File: config.mk
export PLATFORM = sky130hd
export DESIGN_NAME = uart_tx_arbiter_flat
export DESIGN_NICKNAME = d
export VERILOG_FILES = /design/src/rtl/uart_tx_arbiter_if.sv /design/src/rtl/uart_tx_arbiter.sv /design/src/flat_wrapper.sv
export SDC_FILE = /design/constraint.sdc
export NUM_CORES = 1
export LEC_CHECK = 0
export CORE_MARGIN = 2
export CORE_UTILIZATION = 40
export CTS_CLUSTER_DIAMETER = 100
export DETAILED_ROUTE_END_ITERATION = 10
export PLACE_DENSITY = 0.72
export SYNTH_ARGS = -nofsm -noshare
export SYNTH_HDL_FRONTEND = slang
export SYNTH_SLANG_ARGS = --single-unit
File: constraint.sdc
create_clock -name clk -period 6.4 [get_ports clk]
set_clock_uncertainty 0.05 [all_clocks]
set_input_delay 1.28 -clock clk [delete_from_list [all_inputs] [get_ports clk]]
set_output_delay 1.28 -clock clk [all_outputs]
set_load 0.005 [all_outputs]
File: src/rtl/uart_tx_arbiter_if.sv
// Requester and transmitter signals shared by uart_tx_arbiter and its environment.
// master = requesters plus the uart_tx model; slave = the arbiter.
interface uart_tx_arbiter_if #(
    parameter int N_REQ = 4
);
    logic [N_REQ-1:0]   req_valid;
    logic [8*N_REQ-1:0] req_data;
    logic [N_REQ-1:0]   req_lock;
    logic [N_REQ-1:0]   req_ready;
    logic [2:0]         grant_id;
    logic               uart_tx_en;
    logic [7:0]         uart_tx_data;
    logic               uart_tx_busy;

    modport master (
        output req_valid, req_data, req_lock, uart_tx_busy,
        input  req_ready, grant_id, uart_tx_en, uart_tx_data
    );

    modport slave (
        input  req_valid, req_data, req_lock, uart_tx_busy,
        output req_ready, grant_id, uart_tx_en, uart_tx_data
    );
endinterface

File: src/rtl/uart_tx_arbiter.sv
// Round-robin arbiter sharing one uart_tx between N_REQ byte requesters, with an
// optional per-requester lock for contiguous bursts of up to MAX_BURST bytes.
module uart_tx_arbiter #(
    parameter int N_REQ         = 4,
    parameter int MAX_BURST     = 16,
    parameter int START_TIMEOUT = 8
) (
    input  logic             clk,
    input  logic             resetn,
    uart_tx_arbiter_if.slave bus,
    output logic             arb_busy,
    output logic             err_timeout
);
    localparam int IDX_W = $clog2(N_REQ);
    localparam int CNT_W = $clog2(MAX_BURST + 1);
    localparam int TMR_W = $clog2(START_TIMEOUT);

    typedef enum logic [1:0] {IDLE, SEND, WAIT_START, WAIT_DONE} state_t;

    state_t           state;
    logic [IDX_W-1:0] rr_ptr;
    logic [IDX_W-1:0] held_id;
    logic [IDX_W-1:0] win_idx;
    logic [CNT_W-1:0] burst_cnt;
    logic [TMR_W-1:0] start_tmr;
    logic             lock_hold;
    logic             use_lock;
    logic             win_found;

    function automatic logic [IDX_W-1:0] wrap_add(input logic [IDX_W-1:0] base, input int offs);
        int sum;
        sum = int'(base) + offs;
        if (sum >= N_REQ) sum = sum - N_REQ;
        return IDX_W'(sum);
    endfunction

    // Lock wins while the holder still has data and its burst is not exhausted;
    // otherwise scan from rr_ptr, keeping the lowest offset that is valid.
    always_comb begin
        // NOTE: every variable gets a default first so no path leaves it unassigned and infers a latch.
        win_idx   = '0;
        win_found = 1'b0;
        use_lock  = lock_hold && bus.req_valid[held_id] && (burst_cnt < CNT_W'(MAX_BURST));
        if (use_lock) begin
            win_idx   = held_id;
            win_found = 1'b1;
        end else begin
            for (int k = N_REQ - 1; k >= 0; k--) begin
                if (bus.req_valid[wrap_add(rr_ptr, k)]) begin
                    win_idx   = wrap_add(rr_ptr, k);
                    win_found = 1'b1;
                end
            end
        end
    end

    // NOTE: state and outputs use non-blocking assignments so every flop samples pre-edge values.
    always_ff @(posedge clk or negedge resetn) begin
        if (!resetn) begin
            state            <= IDLE;
            rr_ptr           <= '0;
            held_id          <= '0;
            burst_cnt        <= '0;
            lock_hold        <= 1'b0;
            start_tmr        <= '0;
            bus.req_ready    <= '0;
            bus.grant_id     <= '0;
            bus.uart_tx_en   <= 1'b0;
            bus.uart_tx_data <= '0;
            arb_busy         <= 1'b0;
            err_timeout      <= 1'b0;
        end else begin
            bus.uart_tx_en <= 1'b0;
            bus.req_ready  <= '0;
            err_timeout    <= 1'b0;
            unique case (state)
                IDLE: begin
                    if (win_found && !bus.uart_tx_busy) begin
                        bus.uart_tx_data <= bus.req_data[8*win_idx +: 8];
                        bus.uart_tx_en   <= 1'b1;
                        bus.req_ready    <= N_REQ'(1) << win_idx;
                        bus.grant_id     <= 3'(win_idx);
                        held_id          <= win_idx;
                        rr_ptr           <= wrap_add(win_idx, 1);
                        lock_hold        <= bus.req_lock[win_idx];
                        burst_cnt        <= use_lock ? burst_cnt + 1'b1 : CNT_W'(1);
                        arb_busy         <= 1'b1;
                        state            <= SEND;
                    end
                end
                SEND: begin
                    start_tmr <= '0;
                    state     <= WAIT_START;
                end
                WAIT_START: begin
                    if (bus.uart_tx_busy) begin
                        state <= WAIT_DONE;
                    end else if (start_tmr == TMR_W'(START_TIMEOUT - 1)) begin
                        err_timeout <= 1'b1;
                        arb_busy    <= 1'b0;
                        state       <= IDLE;
                    end else begin
                        start_tmr <= start_tmr + 1'b1;
                    end
                end
                WAIT_DONE: begin
                    if (!bus.uart_tx_busy) begin
                        arb_busy <= 1'b0;
                        state    <= IDLE;
                    end
                end
                default: state <= IDLE;
            endcase
        end
    end
endmodule

File: src/flat_wrapper.sv
// flat-port wrapper written by rule: the top's interface ports become plain ports
module uart_tx_arbiter_flat 
#(
    parameter int N_REQ         = 4,
    parameter int MAX_BURST     = 16,
    parameter int START_TIMEOUT = 8
)
  (clk, resetn, arb_busy, err_timeout, bus_req_valid, bus_req_data, bus_req_lock, bus_uart_tx_busy, bus_req_ready, bus_grant_id, bus_uart_tx_en, bus_uart_tx_data);
  uart_tx_arbiter_if #(.N_REQ(N_REQ)) bus_i ();
  input  logic clk;
  input  logic resetn;
  output logic arb_busy;
  output logic err_timeout;
  input wire logic [$bits(bus_i.req_valid)-1:0] bus_req_valid;
  input wire logic [$bits(bus_i.req_data)-1:0] bus_req_data;
  input wire logic [$bits(bus_i.req_lock)-1:0] bus_req_lock;
  input wire logic [$bits(bus_i.uart_tx_busy)-1:0] bus_uart_tx_busy;
  output wire logic [$bits(bus_i.req_ready)-1:0] bus_req_ready;
  output wire logic [$bits(bus_i.grant_id)-1:0] bus_grant_id;
  output wire logic [$bits(bus_i.uart_tx_en)-1:0] bus_uart_tx_en;
  output wire logic [$bits(bus_i.uart_tx_data)-1:0] bus_uart_tx_data;
  assign bus_i.req_valid = bus_req_valid;
  assign bus_i.req_data = bus_req_data;
  assign bus_i.req_lock = bus_req_lock;
  assign bus_i.uart_tx_busy = bus_uart_tx_busy;
  assign bus_req_ready = bus_i.req_ready;
  assign bus_grant_id = bus_i.grant_id;
  assign bus_uart_tx_en = bus_i.uart_tx_en;
  assign bus_uart_tx_data = bus_i.uart_tx_data;
  uart_tx_arbiter #(.N_REQ(N_REQ), .MAX_BURST(MAX_BURST), .START_TIMEOUT(START_TIMEOUT)) u_core (.clk(clk), .resetn(resetn), .bus(bus_i), .arb_busy(arb_busy), .err_timeout(err_timeout));
endmodule
### Word level (Yosys, flattened, before mapping)

Cells that the tools add are included.

* bitwise gates (word level): 0
* muxes and demuxes: 52
* order comparisons: 12
* divide/modulo/power cells: 0
* equality and inequality tests: 10
* reductions and logical operators: 11
* multiply operators: 0
* add/sub/neg operators: 11
* shifts and indexed selects: 2

Operator list (count)
* 2-bit 2-to-1 mux: 18
* 32-bit by 6-bit indexed part select with 8-bit output: 1
* 1-bit 2-to-1 mux: 20
* 2-bit by 3-bit less-than comparator with 1-bit output (second input constant): 6
* 1-bit binary-select mux with 2-bit select: 6
* 3-bit greater-or-equal comparator (second input constant): 4
* 2-bit by 1-bit subtractor with 2-bit output (second input constant): 5
* 4-bit 2-to-1 mux: 2
* 2-bit one-hot mux with 4 select lines: 1
* 2-bit by 1-bit adder with 3-bit output (second input constant): 2
* 2-bit by 2-bit adder with 3-bit output (second input constant): 2
* 3-bit 2-to-1 mux: 2
* 2-bit inequality test (second input constant): 3
* 3-bit one-hot mux with 2 select lines: 1
* 3-bit AND reduction: 2
* 5-bit by 1-bit adder with 5-bit output (second input constant): 1
* 5-bit less-than comparator (second input constant): 1
* 5-bit 2-to-1 mux: 1
* 5-bit AND reduction: 1
* 2-bit equality test (second input constant): 2
* 2-bit by 1-bit inequality test with 1-bit output (second input constant): 2
* 1-bit by 2-bit << shifter with 4-bit output (first input constant): 1
* 3-bit by 1-bit adder with 3-bit output (second input constant): 1
* 3-bit equality test (second input constant): 1
* other kinds (10): 12

* register bits: 30
* bits of input ports: 43
* word-level logic and storage cells: 109
* latch bits: 0
* output and inout bits: 18
* memories kept: 0
* ROM bits: 0
* memory bits (writable): 0

### Depth between registers and ports, before layout

* word-level depth: 15
* mapped depth: 8
* depth with buffers taken out: 7

### Worst setup path after synthesis

OpenSTA, ideal clock, no wires.

* path kind: input-to-reg
* from: in bus_req_valid[2]
* to: reg u_core.rr_ptr[1]
* cell stages on the path: 8
* buffers on the path: 1
* arrival: 2.713 ns
* required time: 6.233 ns
* setup time: 0.117 ns
* path slack: 3.520 ns
* cell sequence: mux2i_1 -> or4b_4 -> o2111a_1 -> buf_2 -> a21o_1 -> ha_1 -> nand2_1 -> nand2_1

* cells in the longest elaborated chain, start to end: 10
* elaborated cells between the ends (all ways): 28
* classes of those cells: add/sub (2); order compare (1); mux (21); reduce/logical (4)

RTL lines
* start, declared: RTL line flat_wrapper.sv:14 `input wire logic [$bits(bus_i.req_valid)-1:0] bus_req_valid;`
* 1-bit binary-select mux with 2-bit select: RTL line uart_tx_arbiter.sv:49 `if (bus.req_valid[wrap_add(rr_ptr, k)]) begin`
* 1-bit 2-to-1 mux (not written as such): RTL line uart_tx_arbiter.sv:49
* 2-bit 2-to-1 mux (4 in series): RTL line uart_tx_arbiter.sv:49
* 2-bit 2-to-1 mux (*): RTL line uart_tx_arbiter.sv:44 `if (use_lock) begin`
* via u_core.win_idx[1]: RTL line uart_tx_arbiter.sv:23 `logic [IDX_W-1:0] win_idx;`
* 2-bit by 1-bit adder with 3-bit output (*): RTL line uart_tx_arbiter.sv:32 `sum = int'(base) + offs;`
* 3-bit greater-or-equal comparator / 2-bit by 1-bit subtractor with 2-bit output (equally long branches): RTL line uart_tx_arbiter.sv:33 `if (sum >= N_REQ) sum = sum - N_REQ;`
* 2-bit 2-to-1 mux (*): RTL line uart_tx_arbiter.sv:33
* end signal, assigned: RTL line uart_tx_arbiter.sv:84 `rr_ptr <= wrap_add(win_idx, 1);`
* end, declared: RTL line uart_tx_arbiter.sv:21 `logic [IDX_W-1:0] rr_ptr;`

The timed path passes the listed nets; every way through them passes the cells marked *. The select of a mux whose other input is x is not followed.
A chain may end at the register's enable or synchronous reset.

### Worst setup path after layout

* from: in bus_req_valid[1]
* to: reg u_core.bus.uart_tx_data[1]

* cells in the longest elaborated chain, start to end: 9
* elaborated cells between the ends (all ways): 25
* classes of those cells: shift (1); mux (20); reduce/logical (4)

RTL lines
* branches (longest 9 deep; another with 32-bit by 6-bit indexed part select with 8-bit output)
* end signal, assigned: RTL line uart_tx_arbiter.sv:79 `bus.uart_tx_data <= bus.req_data[8*win_idx +: 8];`
* end, declared: RTL line uart_tx_arbiter_if.sv:22 `output req_ready, grant_id, uart_tx_en, uart_tx_data`

Parallel ways; which one is timed is not known. The select of a mux whose other input is x is not followed.

==> impl_summary.md <==
STA
Setup repair after global routing left no endpoint under its margin. The final worst hold slack is 0.428 ns. The number of hold violations in the final report came to 0. Adding up every negative setup slack in the final design gives 0 ns. For the pin with the worst max-slew slack, the measured transition is 0.726 ns. The maximum operating frequency is 272 MHz. The number of pins exceeding their max-slew limit in the final report came to 0.

The final worst-path cycle share is 57.5%. The headroom to the max-slew limit is 51.6%. The smallest clock period supported by the final layout is computed as 3.68 ns. The final number of setup-violating endpoints is 0.

Hold path
The type of the most critical hold path is reg2reg. The startpoint identified for the worst hold timing path is u_core.burst_cnt[3]$_DFFE_PN0P_. The hold-critical path depth is 1. The path with the worst hold slack has its endpoint at u_core.burst_cnt[3]$_DFFE_PN0P_.

Yosys
The register bit count reported by yosys is 30. The number of different library cells used by synthesis comes to 39. The area fraction of the dominant cell type after synthesis is 41.4%.

The share of the Yosys chip area taken by registers is 41.4%. For this run, asynchronously set or reset flops after synthesis account for 100%. Among all cell types in the netlist, the one instantiated most often is nand2_1. The average instance area after synthesis is 8.92 µm². The cell count after synthesis is 203.

By count the netlist is led by nand2_1 (44), dfrtp_1 (30), o21ai_0 (23). The summed instance area of the synthesized netlist is 1810 µm². The number of flops mapped to enable cells by yosys is 0. In the post-synthesis netlist, the biggest area contributors are dfrtp_1 (41%), nand2_1 (9.1%), mux2i_1 (6.6%), o21ai_0 (6.4%), ha_1 (4.8%). In the synthesized netlist the dominant register cell turns out to be dfrtp_1. The cell taking the most area after synthesis is dfrtp_1. Yosys printed 0 warnings. Counting every net in the synthesized netlist gives 253.

Global routing
The remaining global-route overflow is 0. The overall track demand over capacity in global routing is 19.8%. The largest net degree at the start of global routing is 31. The number of antenna violations at the first check in global routing was 0.

The via count of the first global-routing pass came to 1762. The first global-routing pass estimated 8050 µm of wire.

Routing
For this run, the detailed router's first-pass iteration total came to 4. The post-detailed-route DRC marker count is 0. Dividing the detail-routed via count by the number of cells gives 5.46.

After detailed routing, the total wire length is 4640 µm. The average wire per standard cell is 14.9 µm. The starting DRC count in detailed routing is 95. Once detail routing completed, the nets flagged for antenna violations numbered 0. The routed layout has 1699 vias.

Outcome
The flow ran to the end, and the final reports show no timing, DRC or antenna violations.

Critical path
The critical path's slowest cell is or2_2. On the critical path the largest part of the delay comes from simple AND/OR/NAND/NOR gates. The worst path buffer plus inverter count is 2. For this run, the slowest stage of the critical path takes 0.53 ns. The required time of the critical path is 6.50 ns. The worst register-to-register path ends at u_core.bus.req_ready[1]$_DFF_PN0_. The class of the most critical setup path is in2reg. The kind of start point of the critical path is an input pin. The highest net fanout along the worst path is 29. The most frequent cell on the critical path is or2_2. The data arrival time of the worst path is 3.79 ns. The signal on the critical path passes through clkdlybuf4s50_1 > or2_2 > o31ai_1 > or2_2 > inv_1 > and2_1 > nand2_1 > a32oi_1. The startpoint identified for the worst register-to-register timing path is u_core.held_id[1]$_DFFE_PN0P_. The setup check on the worst reg-to-reg path leaves a slack of 3.65 ns. STA classifies the critical path endpoint as a register. The worst-case reg-to-reg path depth is 7.

CTS
The maximum buffer depth of the clock tree is 2. In this run the clock root is driven by a clkbuf_8. For this design, the sink count on the clock tree is 30. In this run the post-CTS setup repair buffer count came out at 0. TritonCTS built the clock tree.

The clock-pin slew on the worst setup and hold paths is 0.06 ns. The number of hold buffers added after CTS was 0. The CTS buffer count is 5.

For the worst-skew pair, the clock arrives at the later sink with an insertion delay of 0.28 ns. Post-CTS repair changed the size of 0 cells. CTS built an H-tree with a depth of 2.

Floorplanning
For this configuration, the core starts out at a cell density of 41.6%. The core footprint is 4350 µm². The floorplan die width is 71.3 µm.

For this design the top-level I/O count stands at 61. The floorplan step defined a die boundary enclosing 5080 µm². The initialized floorplan defines 24 standard-cell rows. In this run the vertical extent of the chip is 71.3 µm.

Power
The portion of total power attributed to combinational logic is 47.0%. For this design the total switching power over the nets is 0.355 mW. The clock power share is 17.4%.

Dividing total power by cell area gives a power density of 365 nW/µm². For this design the static power due to leakage is 1.10 nW. Registers are responsible for 35.6% of the overall power.

The peak supply drop is 0.000135 V. The internal portion of the total power is 0.561 mW. Of the total power, the share spent switching nets is 38.8%.

Place
The post-DP HPWL is 3310 µm. At the end of routability-driven placement, the weighted congestion stood at 0.761. Input and output buffers added on the ports amount to 59. After detailed placement, the total cell area comes to 2420 µm².

Layout
Summing all non-filler instances in the final layout gives an area of 2510 µm². The repair_antennas step left the layout with diodes totalling 0. The share of cells above drive strength 1 is 4.63%. At the end of the flow, the number of nets in the layout was 308. The area overhead of the layout relative to synthesis is 38.7%.

Job
The max-cap check violation count is 0.
==> placed cells by master (no fill, tap or decap), types with 2 or more instances in the layout <==
cell type and count:
mux2i_1 12, clkdlybuf4s50_1 59, dfrtp_1 30, ha_1 7
a31oi_1 3, inv_1 3, a221o_1 8, o21ai_0 23
nand2_1 44, nor2b_1 7, a32oi_1 8, or2_2 2
clkbuf_8 6, a211o_1 2, and2_1 6, nand4_1 2
nor2_1 9, a21oi_1 4, nand3_1 3
==> through the flow <==
stage | setup WS (ns) | utilization, % | total power, mW | instances
after floorplan | 3.52 | - | 0.587 | 203
after CTS | 2.71 | 57.7 | 0.921 | 311
after global placement | 2.57 | 55.6 | 0.749 | 303
after global routing | 2.51 | 57.7 | 0.993 | 311
final | 2.72 | 57.7 | 0.917 | 311
after detailed placement | 2.42 | 55.6 | 0.759 | 303
==> flip-flops by register name (all words and copies together), names as in the netlist <==
name	flops
u_core.arb_busy	1
u_core.burst_cnt	5
u_core.bus.req_ready	4
u_core.bus.uart_tx_data	8
u_core.bus.uart_tx_en	1
u_core.err_timeout	1
u_core.held_id	2
u_core.lock_hold	1
u_core.rr_ptr	2
u_core.start_tmr	3
u_core.state	2
==> worst max-delay path by stage <==
stage / from / slack, ns / end / cells past startpoint
after CTS: bus_req_valid[1] / 2.71 / u_core.bus.uart_tx_data[0]$_DFFE_PN0P_ / 8
after floorplan: bus_req_valid[2] / 3.52 / u_core.rr_ptr[1]$_DFFE_PN0P_ / 8
after global placement: bus_req_valid[1] / 2.57 / u_core.bus.uart_tx_data[7]$_DFFE_PN0P_ / 8
after detailed placement: bus_req_valid[1] / 2.42 / u_core.bus.uart_tx_data[1]$_DFFE_PN0P_ / 8
final: bus_req_valid[1] / 2.72 / u_core.bus.uart_tx_data[1]$_DFFE_PN0P_ / 8
after global routing: bus_req_valid[1] / 2.51 / u_core.bus.uart_tx_data[6]$_DFFE_PN0P_ / 8
==> kinds of logic (layout without fill, tap and decap cells) <==
kind of cell,after synthesis,in the layout,share of synthesized area (%)
compound gates,58,58,22.1
buf+inv,15,71,3.59
mux,12,12,6.63
fa+ha+maj,7,7,4.83
flops,30,30,41.4
other cells,1,1,0.207
simple gates,80,80,21.2
==> power groups by stage <==
stage / clock network (mW) / registers (mW) / logic [mW]
2_1_floorplan: 0 / 0.306 / 0.281
3_3_place_gp: 0 / 0.329 / 0.421
3_5_place_dp: 0 / 0.328 / 0.431
4_1_cts: 0.162 / 0.325 / 0.434
5_1_grt: 0.173 / 0.338 / 0.482
6_report: 0.160 / 0.326 / 0.431
==> area by class of cell <==
class | instances | area (µm²)
clock buffer | 7 | 86.3
inverter | 3 | 11.3
fill | 400 | 1840
timing repair buffer | 60 | 598
sequential | 30 | 751
clock inverter | 1 | 5.00
tap | 52 | 65.1
multi-input combinational | 158 | 996
==> layer usage <==
layer | track usage, % | part of all wire, % | vias to the layer above
li1 | - | - | 844
met1 | 26.4 | 47 | 804
met2 | 31.1 | 47 | 44
met3 | 5.20 | 5.1 | 7
met4 | 7.13 | 1.3 | 0
met5 | 0 | 0 | -
(Power assumes the default switching activity.)
